==> config.mk <==
export PLATFORM = sky130hd
export DESIGN_NAME = alu_4bit
export DESIGN_NICKNAME = d
export VERILOG_FILES = /design/src/rtl/alu_4bit.sv
export SDC_FILE = /design/constraint.sdc
export NUM_CORES = 1
export LEC_CHECK = 0
export ABC_CLOCK_PERIOD_IN_PS = 800
export CORE_UTILIZATION = 43
export DETAILED_ROUTE_END_ITERATION = 10
export PLACE_DENSITY = 0.81
export SLEW_MARGIN = 20
export SYNTH_ARGS = -nofsm -noshare
export SYNTH_HDL_FRONTEND = slang
export SYNTH_SLANG_ARGS = --single-unit
==> constraint.sdc <==
create_clock -name CLK -period 0.8 [get_ports CLK]
set_input_delay 0.16 -clock CLK [delete_from_list [all_inputs] [get_ports CLK]]
set_output_delay 0.16 -clock CLK [all_outputs]
set_load 0.01 [all_outputs]
==> src/rtl/alu_4bit.sv <==
// -----------------------------------------------------------------------------
// alu_4bit -- single-stage registered ALU
//
// Purpose:
//   Combinational datapath (add, sub, and, or, xor, not, shl, shr) feeding one
//   output register stage. There is no internal state machine; the only state
//   is the output register itself.
//
// Build option:
//   ALU_FLAGS_EN -- when defined, adds registered CARRY and OVF outputs.
//                   When undefined, those ports and their logic are absent.
//
// Ports:
//   CLK        in   1      rising-edge clock
//   RST_N      in   1      asynchronous active-low reset
//   A          in   WIDTH  operand A
//   B          in   WIDTH  operand B (unused for NOT/SHL/SHR)
//   SEL        in   3      operation select
//   IN_VALID   in   1      A/B/SEL valid this cycle
//   OUT        out  WIDTH  registered result
//   ZERO       out  1      registered, high when OUT == 0
//   OUT_VALID  out  1      registered, OUT/ZERO were updated by the last edge
//   CARRY      out  1      registered carry/borrow/shifted-out bit (flags only)
//   OVF        out  1      registered signed overflow (flags only)
//
// Handshake: IN_VALID is sampled on every rising CLK. There is no ready; the
//   ALU accepts one operation per cycle and a result not consumed is simply
//   overwritten by the next valid operation. OUT_VALID is high for exactly the
//   cycle following each accepted operation; with IN_VALID low OUT, ZERO and
//   the flags hold and OUT_VALID drops.
// -----------------------------------------------------------------------------
module alu_4bit #(
  parameter int WIDTH = 4
) (
  input  logic             CLK,
  input  logic             RST_N,
  input  logic [WIDTH-1:0] A,
  input  logic [WIDTH-1:0] B,
  input  logic [2:0]       SEL,
  input  logic             IN_VALID,
  output logic [WIDTH-1:0] OUT,
  output logic             ZERO,
`ifdef ALU_FLAGS_EN
  output logic             CARRY,
  output logic             OVF,
`endif
  output logic             OUT_VALID
);

  localparam int MSB = WIDTH - 1;

  localparam logic [2:0] SEL_ADD = 3'b000;
  localparam logic [2:0] SEL_SUB = 3'b001;
  localparam logic [2:0] SEL_AND = 3'b010;
  localparam logic [2:0] SEL_OR  = 3'b011;
  localparam logic [2:0] SEL_XOR = 3'b100;
  localparam logic [2:0] SEL_NOT = 3'b101;
  localparam logic [2:0] SEL_SHL = 3'b110;
  localparam logic [2:0] SEL_SHR = 3'b111;

  // One extra bit on add/sub exposes carry-out / borrow directly.
  logic [WIDTH:0]   sum_ext;
  logic [WIDTH:0]   diff_ext;
  logic [WIDTH-1:0] result;

  logic [WIDTH-1:0] out_d, out_q;
  logic             zero_d, zero_q;
  logic             valid_d, valid_q;

  assign sum_ext  = {1'b0, A} + {1'b0, B};
  assign diff_ext = {1'b0, A} - {1'b0, B};

  always_comb begin
    result = '0;
    unique case (SEL)
      SEL_ADD: result = sum_ext[MSB:0];
      SEL_SUB: result = diff_ext[MSB:0];
      SEL_AND: result = A & B;
      SEL_OR:  result = A | B;
      SEL_XOR: result = A ^ B;
      SEL_NOT: result = ~A;
      SEL_SHL: result = {A[MSB-1:0], 1'b0};
      SEL_SHR: result = {1'b0, A[MSB:1]};
      default: result = '0;
    endcase
  end

  // ZERO is derived from the same result that is loaded into OUT, so the two
  // registers always describe the same operation.
  always_comb begin
    out_d   = out_q;
    zero_d  = zero_q;
    valid_d = 1'b0;
    if (IN_VALID) begin
      out_d   = result;
      zero_d  = (result == '0);
      valid_d = 1'b1;
    end
  end

  always_ff @(posedge CLK or negedge RST_N) begin
    if (!RST_N) begin
      out_q   <= '0;
      zero_q  <= 1'b1;
      valid_q <= 1'b0;
    end else begin
      out_q   <= out_d;
      zero_q  <= zero_d;
      valid_q <= valid_d;
    end
  end

  assign OUT       = out_q;
  assign ZERO      = zero_q;
  assign OUT_VALID = valid_q;

`ifdef ALU_FLAGS_EN
  logic carry_res, ovf_res;
  logic carry_d, carry_q;
  logic ovf_d, ovf_q;

  // Signed overflow: ADD overflows when operands share a sign the result lacks;
  // SUB overflows when operands differ in sign and the result's sign is not A's.
  always_comb begin
    carry_res = 1'b0;
    ovf_res   = 1'b0;
    unique case (SEL)
      SEL_ADD: begin
        carry_res = sum_ext[WIDTH];
        ovf_res   = (A[MSB] == B[MSB]) && (sum_ext[MSB] != A[MSB]);
      end
      SEL_SUB: begin
        carry_res = diff_ext[WIDTH];  // borrow: A < B unsigned
        ovf_res   = (A[MSB] != B[MSB]) && (diff_ext[MSB] != A[MSB]);
      end
      SEL_SHL: carry_res = A[MSB];
      SEL_SHR: carry_res = A[0];
      default: begin
        carry_res = 1'b0;
        ovf_res   = 1'b0;
      end
    endcase
  end

  always_comb begin
    carry_d = carry_q;
    ovf_d   = ovf_q;
    if (IN_VALID) begin
      carry_d = carry_res;
      ovf_d   = ovf_res;
    end
  end

  always_ff @(posedge CLK or negedge RST_N) begin
    if (!RST_N) begin
      carry_q <= 1'b0;
      ovf_q   <= 1'b0;
    end else begin
      carry_q <= carry_d;
      ovf_q   <= ovf_d;
    end
  end

  assign CARRY = carry_q;
  assign OVF   = ovf_q;
`endif

endmodule

# ---- Yosys cells after proc, flatten, opt, wreduce, memory -nomap -nowiden
# Index checks and enable logic that the tools add are counted.
# W data, S select, Z words.
dict set report word_totals {
  reg_bits 6
  inputBits 14
  output_inout_bits 6
  word_cells 20
}
dict set report op_classes {
  add_sub_neg 2
  eq_ne 7
  mux 2
  bitwise 4
  n_reduce_logical 2
}
# op n
set ops {}
lappend ops {{$pmux W4 S8} 1}
lappend ops {{$eq A3 B3 Y1 const B} 4}
lappend ops {{$eq A3 B2 Y1 const B} 2}
lappend ops {{$add A4 B4 Y4} 1}
lappend ops {{$and A4 B4 Y4} 1}
lappend ops {{$logic_not A4 Y1} 1}
lappend ops {{$not A4 Y4} 1}
lappend ops {{$or A4 B4 Y4} 1}
lappend ops {{$sub A4 B4 Y4} 1}
lappend ops {{$xor A4 B4 Y4} 1}
lappend ops {{$eq A3 B1 Y1 const B} 1}
lappend ops {{$logic_not A3 Y1} 1}
lappend ops {{$mux W1} 1}

# ---- Logic depth before layout (Yosys ltp)
# Gate-level depths: netlist (run 1).
dict set report logic_depth {
  ltp_word 3
  depth_mapped 10
  depth_no_buf 10
}

# ---- Worst setup path after synthesis (run 1)
# OpenSTA, ideal clock, no wires.
dict set report synth_timing {
  path_type {in2reg}
  startpoint {input port SEL[0]}
  endpoint {register out_q[3], in the netlist OUT[3]}
  setup_time_ns 0.065
  arrival_ns 1.972
  required_ns 0.735
  path_slack_ns -1.236
  path_stages 10
  cell_sequence {buf_6 nor3b_4 mux2_2 inv_1 ha_1 nor2b_1 o21a_1 a211o_1 a31oi_1 mux2_2}
}
dict set report synth_between {
  elab_chain_len 2
}
# element line
set synth_rtl {}
lappend synth_rtl {{start, declared} 39} ;# input logic [2:0] SEL,
lappend synth_rtl {{$eq A3 B3 Y1 (tied with other cells)} 75} ;# unique case (SEL)
lappend synth_rtl {{$pmux W4 S8 *} 75}
lappend synth_rtl {{end signal, assigned} 107} ;# out_q <= out_d;
lappend synth_rtl {{end, declared} 66} ;# logic [WIDTH-1:0] out_d, out_q;
# Every way passes the cells marked *; elsewhere a longest branch is shown, timed or not.
# A chain may end at the register's enable or synchronous reset.

# ---- Final worst setup path (run 1)
dict set report layout_timing {
  startpoint {input port SEL[2]}
  endpoint {register out_q[3], in the netlist OUT[3]}
}
# Same word-level chain as after synthesis.

==> metrics.md, run 1 <==
| Metric | Value |
|---|---|
| Relative slew slack | `75.0%` |
| Number of synthesized flops with an enable pin | `0` |
| Worst-Margin Slew | `0.375 ns` |
| Final Power | `around 1400 uW` |
| # setup viols final | `11` |
| Worst-path maximum fanout | `2` |
| CP Launch Type | `input port` |
| R2r worst-path depth | `2` |
| Row count | `14` |
| Port-buffer cells | `19` |
| Cell mode on critical path | `mux2_4` |
| Vias/cell | `approximately 5.4` |
| Worst Path Required | `0.92 ns` |
| Initial Util | `between 40% and 50%` |
| Die width | `around 44 um` |
| Htree depth | `1` |
| Sink Count | `6` |
| Buf/Inv on CP | `2` |
| Post-synthesis sequential area ratio | `about 20%` |
| Post-DP Area | `1120 um2` |
| Setup crit end kind | `flop` |
| Die Y | `around 44 um` |
| Fin. Hold Viols | `0` |
| HPWL Detailed | `roughly 1600 um` |
| Worst vdd ir | `0.000622 V` |
| Unrepaired setup endpoints after global routing | `true` |
| F_max | `0.529 GHz` |
| Arrival @ worst endpoint | `2.01 ns` |
| Avg Cell Area, Syn | `a little under 9 um2` |
| Fillers | `~110` |
| Top post-synthesis cells by count | `14 x inv_1, 12 x ha_1` |
| Worst-case hold slack | `between 0.15 and 0.2 ns` |
| Most frequent cell after synthesis | `inv_1` |
| Setup Total Neg Slack | `-4.85 ns` |
| Largest net degree at the start of global routing | `16` |
| FFs w/ async S/R, synth | `between 90% and 100%` |
| Most used DFF post-synth | `dfrtp_1` |
| Netlist Area Pre-Place | `757 um2` |
| Worst hold path class | `input port to async pin` |
| GRT overflow | `0` |
| Worst-skew pair later-pin latency | `0.24 ns` |
| Finished Cell Area | `~1200 um2` |
| Synth warn | `0` |
| Leak pwr | `roughly 0.0006 uW` |
| Final Net Count | `157` |
| Via count | `790` |
| Slowest cell on the critical path | `mux2_4` |
| Seq cells post-synth | `6` |
| Status | `complete, but fails checks` |
| First-pass GRT wire length | `between 3000 and 4000 um` |
| Gr usage total | `approximately a quarter` |
| DRT iter0 DRCs | `20` |
| Final period utilization | `236%` |
| # IOs | `20` |
| Die Footprint | `around 1900 um2` |
| Syn Inst Count | `between 80 and 90` |
| Final ANT Viol Nets | `0` |
| Post-synth top area share | `19.8%` |
| Final min period | `about 1.9 ns` |
| Yosys cell types | `33` |
| Failing checks | `negative setup slack` |
| Clock slew at reported path FFs | `0.05 ns` |
| Core Region | `between 1500 and 2000 um2` |
| RR Endpoint | `OUT[3]$_DFFE_PN0P_` |
| Initial antenna violation count | `0` |
| GPL Wtd Cong | `around 0.8` |
| Syn-to-layout area delta | `64.8%` |
| Power Dens Cells | `about 1100 nW/um2` |
| Max-cap viol count | `0` |
| DR WL/cell | `about 15 um` |
| Max incr delay on CP | `approximately 0.34 ns` |
| CTS Root Cell | `clkbuf_4` |
| Diodes inserted | `0` |
| Post-synth top area cell | `ha_1` |
| Router iterations before antenna repair | `6` |
| Post-Route Skew | `0 ns` |
| Cts bufs inserted | `3` |
| Clock buffer depth | `2` |
| Vias in the first global route | `around 860` |
| Layout cells sized above 1 | `approximately half` |
| CP Class | `input port to flop` |
| Number of remaining DRC errors | `0` |
| Crit path max-delay family | `multiplexers` |
| Crit Reg-Reg Startpoint | `OUT[3]$_DFFE_PN0P_` |
| Post-Syn Nets | `114` |
| Top post-synthesis cells by area | `ha_1 20%, dfrtp_1 17%, inv_1 6.9%, mux2_2 4.5%, mux2i_1 4.0%` |
| Detailed Route WL | `roughly 2200 um` |
| CTS tree | `yes` |
| Setup ws final | `-1.09 ns` |
| Final Max Tran Viols | `0` |
| R2R setup slack | `-0.06 ns` |
| Pre-CTS WS | `-1.72 ns` |
| CP Cell Sequence | `buf_6 -> nor3b_4 -> mux2_4 -> inv_2 -> ha_4 -> nor2b_4 -> o21a_1 -> o211ai_1 -> a31oi_2 -> mux2_4` |
power by group:
group | internal, uW | total (uW) | switching, uW
registers | 351 | 370 | 19.1
logic | 410 | 744 | 334
clock network | 189 | 295 | 106
through the flow:
| stage | utilization (%) | cells |
|---|---|---|
| floorplan | - | 87 |
| global placement | 71.2 | 139 |
| detailed placement | 71.2 | 139 |
| CTS | 77.1 | 145 |
| global route | 79.1 | 145 |
| finish | 79.1 | 145 |
worst max-delay path by stage:
stage	startpoint	endpoint	slack, ns	cells after the start
after floorplan	SEL[0]	OUT[3]$_DFFE_PN0P_	-1.16	10
after global routing	SEL[2]	OUT[3]$_DFFE_PN0P_	-1.18	10
after detailed placement	B[0]	ZERO$_DFFE_PN1P_	-1.72	9
final	SEL[2]	OUT[3]$_DFFE_PN0P_	-1.09	10
after CTS	SEL[1]	OUT[3]$_DFFE_PN0P_	-1.08	10
after global placement	B[0]	OUT[3]$_DFFE_PN0P_	-1.64	11
layer usage:
| metal | GRT usage, % | share of wire (%) | up-vias |
|---|---|---|---|
| li1 | - | - | 388 |
| met1 | 27.2 | 41 | 383 |
| met2 | 48.4 | 56 | 17 |
| met3 | 2.92 | 2.1 | 2 |
| met4 | 7.88 | 1.1 | 0 |
| met5 | 0 | 0 | - |
kinds of logic (layout without fill, tap and decap cells):
logic type / count (synthesis) / in the layout / synth area share (%)
buffers and inverters: 19 / 61 / 10.4
adders and majority gates: 13 / 13 / 22.5
and+or+nand+nor: 18 / 18 / 13.2
AOI/OAI and AO/OA: 21 / 21 / 19.0
muxes: 7 / 7 / 11.4
xor gates and xnor gates: 3 / 3 / 3.47
DFF: 6 / 6 / 20.0
cells in the final DEF (no fill, tap or decap), types with 2 or more instances in the layout:
cell,synthesis,layout
clkbuf_4,0,3
nor2_1,5,5
ha_1,12,8
inv_1,14,10
buf_6,1,7
ha_4,0,3
mux2_4,0,2
nor3b_1,2,2
buf_4,0,22
o21a_1,2,2
o21ai_0,5,5
clkdlybuf4s50_1,0,4
dlymetal6s2s_1,0,2
inv_2,0,2
buf_2,0,6
mux2i_1,3,3
xnor2_1,3,2
nand2_1,5,5
dfrtp_1,5,5
layout make-up:
cell class / count / area (um2) / share of cell area (%)
timing repair buffer: 43 / 363 / 29.1
tap: 16 / 20.0 / 1.60
multi-input combinational: 62 / 627 / 50.3
inverter: 14 / 60.1 / 4.81
sequential: 6 / 151 / 12.1
clock buffer: 4 / 26.3 / 2.11
flip-flops by register name, summed over array words and instances, names as in the netlist:
signal and count:
OUT 4, OUT_VALID 1, ZERO 1
timing repair:
action	CTS	global route
buffers inserted	3	0
endpoints found under the setup margin	11	11
resized for setup	74	7
hold endpoints to repair	0	0
pin swaps	12	7
hold buffers	0	0
worst register-to-register path, stage by stage, from the launching register on:
cell     delay (ns)
dfrtp_1        0.36
buf_4          0.13
mux2_4         0.26
No activity file was read; power rests on OpenSTA's default activity.
==> inputs of run 2 (changes only) <==
CORE_UTILIZATION = 55   (was 43)
CTS_CLUSTER_DIAMETER = 200   (was not set)
DONT_BUFFER_PORTS = 1   (was not set)
PLACE_DENSITY = 0.79   (was 0.81)
==> run 2 against run 1 <==
Power fell by 17%. Utilization is 4.9 points lower. Fmax up 9.8%. Sequential share of layout area increased by 3.7 points. The flow still finishes with violations (negative setup slack). Sequential power grew 7.0%.
==> metrics.md, run 2 (synthesis gave the netlist of run 1 again) <==
| Metric | Value |
|---|---|
| Diodes inserted | `0 (unchanged)` |
| Psw | `358 uW (-22%)` |
| F_max | `0.581 GHz (+9.8%)` |
| R2r worst-path depth | `2 (unchanged)` |
| GRT overflow | `0 (unchanged)` |
| Buf/Inv on CP | `1 (-1)` |
| Gr usage total | `23.5% (-1.2 points)` |
| Die Y | `39.1 um (-11%)` |
| DP Cell Count | `106 (-24%)` |
| Vias/cell | `5.85 (+7.4%)` |
| Max incr delay on CP | `0.34 ns (about the same)` |
| Net switching fraction of the power | `30.6% (-2.0 points)` |
| # setup viols final | `11 (unchanged)` |
| Int Power | `812 uW (-15%)` |
| Sink Count | `6 (unchanged)` |
| Status | `complete, but fails checks` |
| Max-cap viol count | `0 (unchanged)` |
| Final Net Count | `126 (-20%)` |
| Slowest cell on the critical path | `mux2_4` |
| Worst-skew pair later-pin latency | `0.26 ns (+0.02 ns)` |
| Core Region | `1280 um2 (-18%)` |
| Largest net degree at the start of global routing | `17 (+1)` |
| Worst-Margin Slew | `0.308 ns (-0.0678 ns)` |
| Clock network power share | `27.3% (+6.4 points)` |
| Final min period | `1.72 ns (-0.168 ns)` |
| Worst-path maximum fanout | `13 (+11)` |
| Router iterations before antenna repair | `5 (-1)` |
| First-pass GRT wire length | `2390 um (-33%)` |
| HPWL Detailed | `1210 um (-24%)` |
| RR Endpoint | `OUT[3]$_DFFE_PN0P_` |
| Leak pwr | `0.000443 uW (-28%)` |
| CP Class | `input port to flop` |
| Die Footprint | `1530 um2 (-21%)` |
| DRT iter0 DRCs | `14 (-30%)` |
| Clock slew at reported path FFs | `0.05 ns (about the same)` |
| Share of power burned in registers | `33.9% (+7.6 points)` |
| Number of remaining DRC errors | `0 (unchanged)` |
| DR WL/cell | `14.2 um (-4.3%)` |
| Final Power | `1170 uW (-17%)` |
| Post-layout util | `74.2% (-4.9 points)` |
| Worst hold start | `IN_VALID` |
| Unrepaired setup endpoints after global routing | `true` |
| Detailed Route WL | `1610 um (-25%)` |
| GPL Wtd Cong | `0.810 (+1.8%)` |
| Power share of the combinational group | `38.9% (-14 points)` |
| Most frequent cells in the layout | `10 x inv_1, 9 x ha_1, 7 x buf_4` |
| Worst vdd ir | `0.000535 V (-14%)` |
| Syn-to-layout area delta | `26.0%` |
| R2R setup slack | `-0.08 ns (-0.02 ns)` |
| Post-Route Skew | `0 ns (unchanged)` |
| Final ANT Viol Nets | `0 (unchanged)` |
| Most common cell after layout, fill and taps aside | `inv_1` |
| Final period utilization | `215% (-21 points)` |
| Worst Path Required | `0.95 ns (+0.03 ns)` |
| CP Cell Sequence | `nor3b_4 -> mux2_4 -> inv_2 -> ha_4 -> nor2b_4 -> o21a_1 -> o211ai_1 -> a31oi_1 -> o32ai_1` |
| CP Launch Type | `input port` |
| Row count | `13 (-1)` |
| Clock buffer depth | `2 (unchanged)` |
| Vias in the first global route | `610 (-29%)` |
| Relative slew slack | `79.5% (+4.5 points)` |
| Fin cells | `113 (-22%)` |
| CTS Root Cell | `clkbuf_4` |
| Htree depth | `1 (unchanged)` |
| Power Dens Cells | `1230 nW/um2 (+8.6%)` |
| # IOs | `20 (unchanged)` |
| Layout cells sized above 1 | `29.6% (-18 points)` |
| Via count | `661 (-16%)` |
| Port-buffer cells | `0 (-19)` |
| Crit path max-delay family | `compound AO/OA/AOI/OAI gates` |
| Initial antenna violation count | `0 (unchanged)` |
| Hold Path Sink | `OUT[0]$_DFFE_PN0P_` |
| Cts bufs inserted | `3 (unchanged)` |
| Hold path cells | `1` |
| Arrival @ worst endpoint | `1.87 ns (-0.14 ns)` |
| Max reg flops | `4 (unchanged)` |
| Initial Util | `58.9% (+11 points)` |
| Final Max Tran Viols | `0 (unchanged)` |
| Setup ws final | `-0.922 ns (+0.168 ns)` |
| Failing checks | `negative setup slack` |
| Crit Reg-Reg Startpoint | `OUT[3]$_DFFE_PN0P_` |
| Die width | `39.1 um (-11%)` |
| Worst hold path class | `input port to flop` |
| Setup crit end kind | `flop` |
| Fin. Hold Viols | `0 (unchanged)` |
| CTS tree | `yes` |
run 2: layout make-up:
cell class                      instances  area [um2]
Timing Repair Buffer                   12         106
Clock buffer                            4        26.3
Fill cell                              94         332
Multi-Input combinational cell         62         588
Tap cell                               15        18.8
Inverter                               14        62.6
Sequential cell                         6         151
run 2: what timing repair did:
item / 4_1_cts / 5_1_grt
setup endpoints to repair: 11 / 11
hold buffers: 2 / 0
pin swaps: 5 / 5
setup buffers: 1 / 0
endpoints found under the hold margin: 9 / 0
resized for setup: 15 / 2
run 2: power by group through the flow:
stage          registers, uW  logic, uW  clock network, uW
2_1_floorplan            399        300                  0
3_3_place_gp             396        355                  0
3_5_place_dp             401        370                  0
4_1_cts                  397        437                317
5_1_grt                  403        504                352
6_report                 396        455                319
run 2: worst max path at each step:
stage	from	end	slack [ns]	cells past startpoint
5_1_grt	SEL[2]	ZERO$_DFFE_PN1P_	-1.07	9
6_report	SEL[2]	ZERO$_DFFE_PN1P_	-0.92	9
3_5_place_dp	B[0]	OUT[3]$_DFFE_PN0P_	-1.18	10
2_1_floorplan	SEL[0]	OUT[3]$_DFFE_PN0P_	-1.16	10
3_3_place_gp	B[0]	OUT[3]$_DFFE_PN0P_	-1.14	10
4_1_cts	SEL[1]	OUT[3]$_DFFE_PN0P_	-0.88	9
run 2: stage by stage:
stage | area, um2 | hold slack, ns | setup TNS [ns] | setup slack, ns
2_1_floorplan | 777 | -0.136 | -4.64 | -1.16
3_3_place_gp | 833 | -0.135 | -4.86 | -1.14
5_1_grt | 953 | 0.0124 | -4.40 | -1.07
4_1_cts | 946 | 0.0199 | -3.79 | -0.881
6_report | 953 | 0.0158 | -3.84 | -0.922
3_5_place_dp | 833 | -0.135 | -5.07 | -1.18
run 2: layer usage:
| layer | routed length, um | track usage, % | vias to the layer above |
|---|---|---|---|
| li1 | - | - | 327 |
| met1 | 639 | 27.0 | 307 |
| met2 | 866 | 43.3 | 24 |
| met3 | 75 | 3.47 | 3 |
| met4 | 27 | 7.76 | 0 |
| met5 | 0 | 0 | - |
==> edit 1 (settings of run 2) <==
`WIDTH`: 4 -> 5.
--- a/src/rtl/alu_4bit.sv
+++ b/src/rtl/alu_4bit.sv
@@ -30,7 +30,7 @@
 //   the flags hold and OUT_VALID drops.
 // -----------------------------------------------------------------------------
 module alu_4bit #(
-  parameter int WIDTH = 4
+  parameter int WIDTH = 5
 ) (
   input  logic             CLK,
   input  logic             RST_N,
Ports: changed (resized A, B and OUT); port bits go from 20 to 23. The function was not compared with the original's and may differ.
==> edit 1 against run 2 <==
The run still ends with negative setup slack left. Non-clock buffer count increased by 1. Routed wire length increased by 21%. Power increased by 13%. Sequential cell count increased by 1. Utilization increased by 2.4 points. Via count increased by 23%. Critical path type unchanged. Final area increased by 24%. Maximum frequency decreased by 5.2%. Combinational power increased by 25%. Synthesized area increased by 22%. Worst setup slack got worse by 0.094 ns. Largest power group unchanged. Critical endpoint unchanged.
==> edit 1: results <==
[logic_synthesis]
synth_xor_area_share_pct = 7.17
ys_seq_area_share_pct = 19.1
synth_area_leaders = ha_1, dfrtp_1, inv_1
synth_fa_ha_area_share_pct = 22.5
synth_mux_area_share_pct = 8.12
synth_seq_cells = 7
ys_top_cells_by_count = ha_1, inv_1, nor2_1, nand2_1

[pwr]
p_leak_nw = 0.535

[setup_path]
worstReg2RegStart = ZERO
slowest_stage = mux4_2
cpPeakStageDelay_ns = 0.47
r2r_setup_slack_ns = 0.06
critPathMaxFanout = 12

[global_route]
grt_max_degree = 23
grt_usage_pct = 24.3
gr-usage-met3_pct = 3.83
grt_pass1_wl_microns = 3390
grt_pass1_vias = 862
grt_use_met1_pct = 26.7

[finish]
final-clk-cell-share_pct = 2.22
largest_reg_flops = 5
fill_cells = 108
seq_share_pct = 14.9
multi_input_area_share_pct = 64.5
nNonClkInverters = 13
layout-drive-gt1-share_pct = 29.2
nMultiInputCombCells = 83
buffers = 13

[placed_design]
place_congestion = 0.796

[sta]
setup_viol = 12
slew_headroom_pct = 79.9
finalWorstSetupSlack_ns = -1.02
final.setup.tns_ns = -4.43

[outcome]
status = complete, but fails checks
violations = negative setup slack

[clock_tree]
cts_resized = 22
cts_setup_buffers = 3

[hold_path]
min_path_cells = 2

[routing]
wl_met1_microns = 839
routed_wl_microns = 1950
drt-pass1-iter-count = 4
dr_total_vias = 815
dr_wl_met3_microns = 48
==> edit 1: cell types whose count changed after synthesis, moves of 3 or more <==
| cell | before | now |
|---|---|---|
| clkbuf_1 | 4 | 0 |
| ha_1 | 12 | 15 |
| nor2_1 | 5 | 9 |
| a21oi_1 | 2 | 7 |
| mux2_2 | 3 | 0 |
| nand2_1 | 5 | 8 |
| nand2b_1 | 0 | 6 |
| buf_2 | 0 | 3 |
==> edit 1: per-stage QoR <==
step	setup slack, ns	area [sq um]	hold WS (ns)	std cells	power (mW)
after detailed placement	-1.30	1040	-0.135	129	0.943
after global placement	-1.25	1040	-0.135	129	0.930
after global routing	-1.08	1180	0.0627	136	1.43
final	-1.02	1180	0.0457	136	1.33
after floorplan	-1.23	987	-0.136	108	0.873
after CTS	-1.02	1170	0.0471	136	1.32
==> edit 1: report_power, final <==
group | internal [mW] | switching (mW)
logic | 0.321 | 0.247
registers | 0.405 | 0.0503
clock network | 0.189 | 0.115
==> edit 2 (settings of run 2) <==
Without the edit above. Register the output `OUT` once more, with the module's reset; this adds one clock of latency there. The other outputs are not delayed to match. Comments in the files are not updated.
--- a/src/rtl/alu_4bit.sv
+++ b/src/rtl/alu_4bit.sv
@@ -110,7 +110,13 @@
     end
   end
 
-  assign OUT       = out_q;
+  always_ff @(posedge CLK or negedge RST_N) begin
+    if (!RST_N) begin
+      OUT <= '0;
+    end else begin
+      OUT <= out_q;
+    end
+  end
   assign ZERO      = zero_q;
   assign OUT_VALID = valid_q;
 
Behaviour: not the same (Yosys sat finds a counterexample within 4 cycles, from zero or initial values and one cycle with RST_N low).
==> edit 2 against run 2 <==
The run ends with negative hold slack, negative setup slack left. Worst setup slack improved by 0.063 ns. Synthesized area increased by 11%. Clock skew increased by 0.0067 ns. Maximum frequency increased by 3.8%. Global-route usage increased by 0.88 points. Final area increased by 11%. Register-to-register slack improved by 0.05 ns. Routed wire length increased by 8.5%. Via count increased by 10%. Die area increased by 11%. Sequential power increased by 60%. Power increased by 21%. Sequential cell count increased by 4. Non-clock buffer count unchanged. Critical path type unchanged. Largest power group is now sequential cells.
==> edit 2: results <==
[outcome]
status = complete, but fails checks
violations = negative hold slack, negative setup slack

[setup_path]
worst_ep_arrival_time_ns = 1.85
r2r_setup_slack_ns = -0.03
r2r_end = ZERO
cpPeakStageDelay_ns = 0.49
worstReg2RegStart = ZERO
critPathMaxFanout = 4
critical-path-top-delay-family = adder cells
slowest_stage = fa_1

[sta]
finalWorstSetupSlack_ns = -0.859
setup_viol = 11
fin_hold_ws_ns = -0.0847
slew_headroom_pct = 71.8
hold_violations = 5
final.setup.tns_ns = -3.51

[routing]
dr_wl_met3_microns = 73
vias_per_cell = 5.82
routed_wl_microns = 1740
wl_met1_microns = 849

[finish]
multi_input_area_share_pct = 56.9
fin_nets = 138
nNonClkInverters = 10
seq_share_pct = 23.8
fill_cells = 99
layout-drive-gt1-share_pct = 28.2

[global_route]
met2_usage_pct = 39.5
grt_pass1_wl_microns = 2680
grt_pass1_vias = 670
grt_use_met1_pct = 30.4

[placed_design]
place_congestion = 0.800
place_hpwl_microns = 1230
place_inst = 119
placed_area_sq_um = 940

[logic_synthesis]
syn_area_sq_um = 843
ys_top_cells_by_count = nor2_1, ha_1, inv_1, dfrtp_1, a21oi_1
syn_area_per_cell_sq_um = 8.52
synth_seq_cells = 10

[pwr]
internal_power_mw = 1.01
comb_power_share_pct = 29.9
ir_drop_v = 0.000936

[clock_tree]
cts_hold_buffers = 1
[edit 2: cell types whose count changed after synthesis, sizes merged, moves of 2 or more]
cell    before  now
clkbuf       4    2
o21ai        5    3
nor4         0    2
nand2b       0    3
nor2         5   14
buf          1    3
mux2         3    1
a21oi        2    5
dfrtp        5    9
inv         14   10
[edit 2: logic make-up after synthesis]
| group | after synthesis | share of synthesized area [%] |
|---|---|---|
| AO/OA/AOI/OAI | 20 | 15.1 |
| XOR/XNOR | 3 | 3.12 |
| buffers and inverters | 15 | 7.12 |
| multiplexers | 3 | 3.71 |
| AND/OR/NAND/NOR | 35 | 20.9 |
| flip-flops | 10 | 29.8 |
| adder cells (fa/ha/maj) | 13 | 20.2 |
[edit 2: how the worst max path moves through the flow]
stage | end | depth (start not counted)
floorplan | ZERO | 11
global placement | ZERO | 9
detailed placement | ZERO | 9
CTS | ZERO | 9
global route | ZERO | 9
finish | ZERO | 9
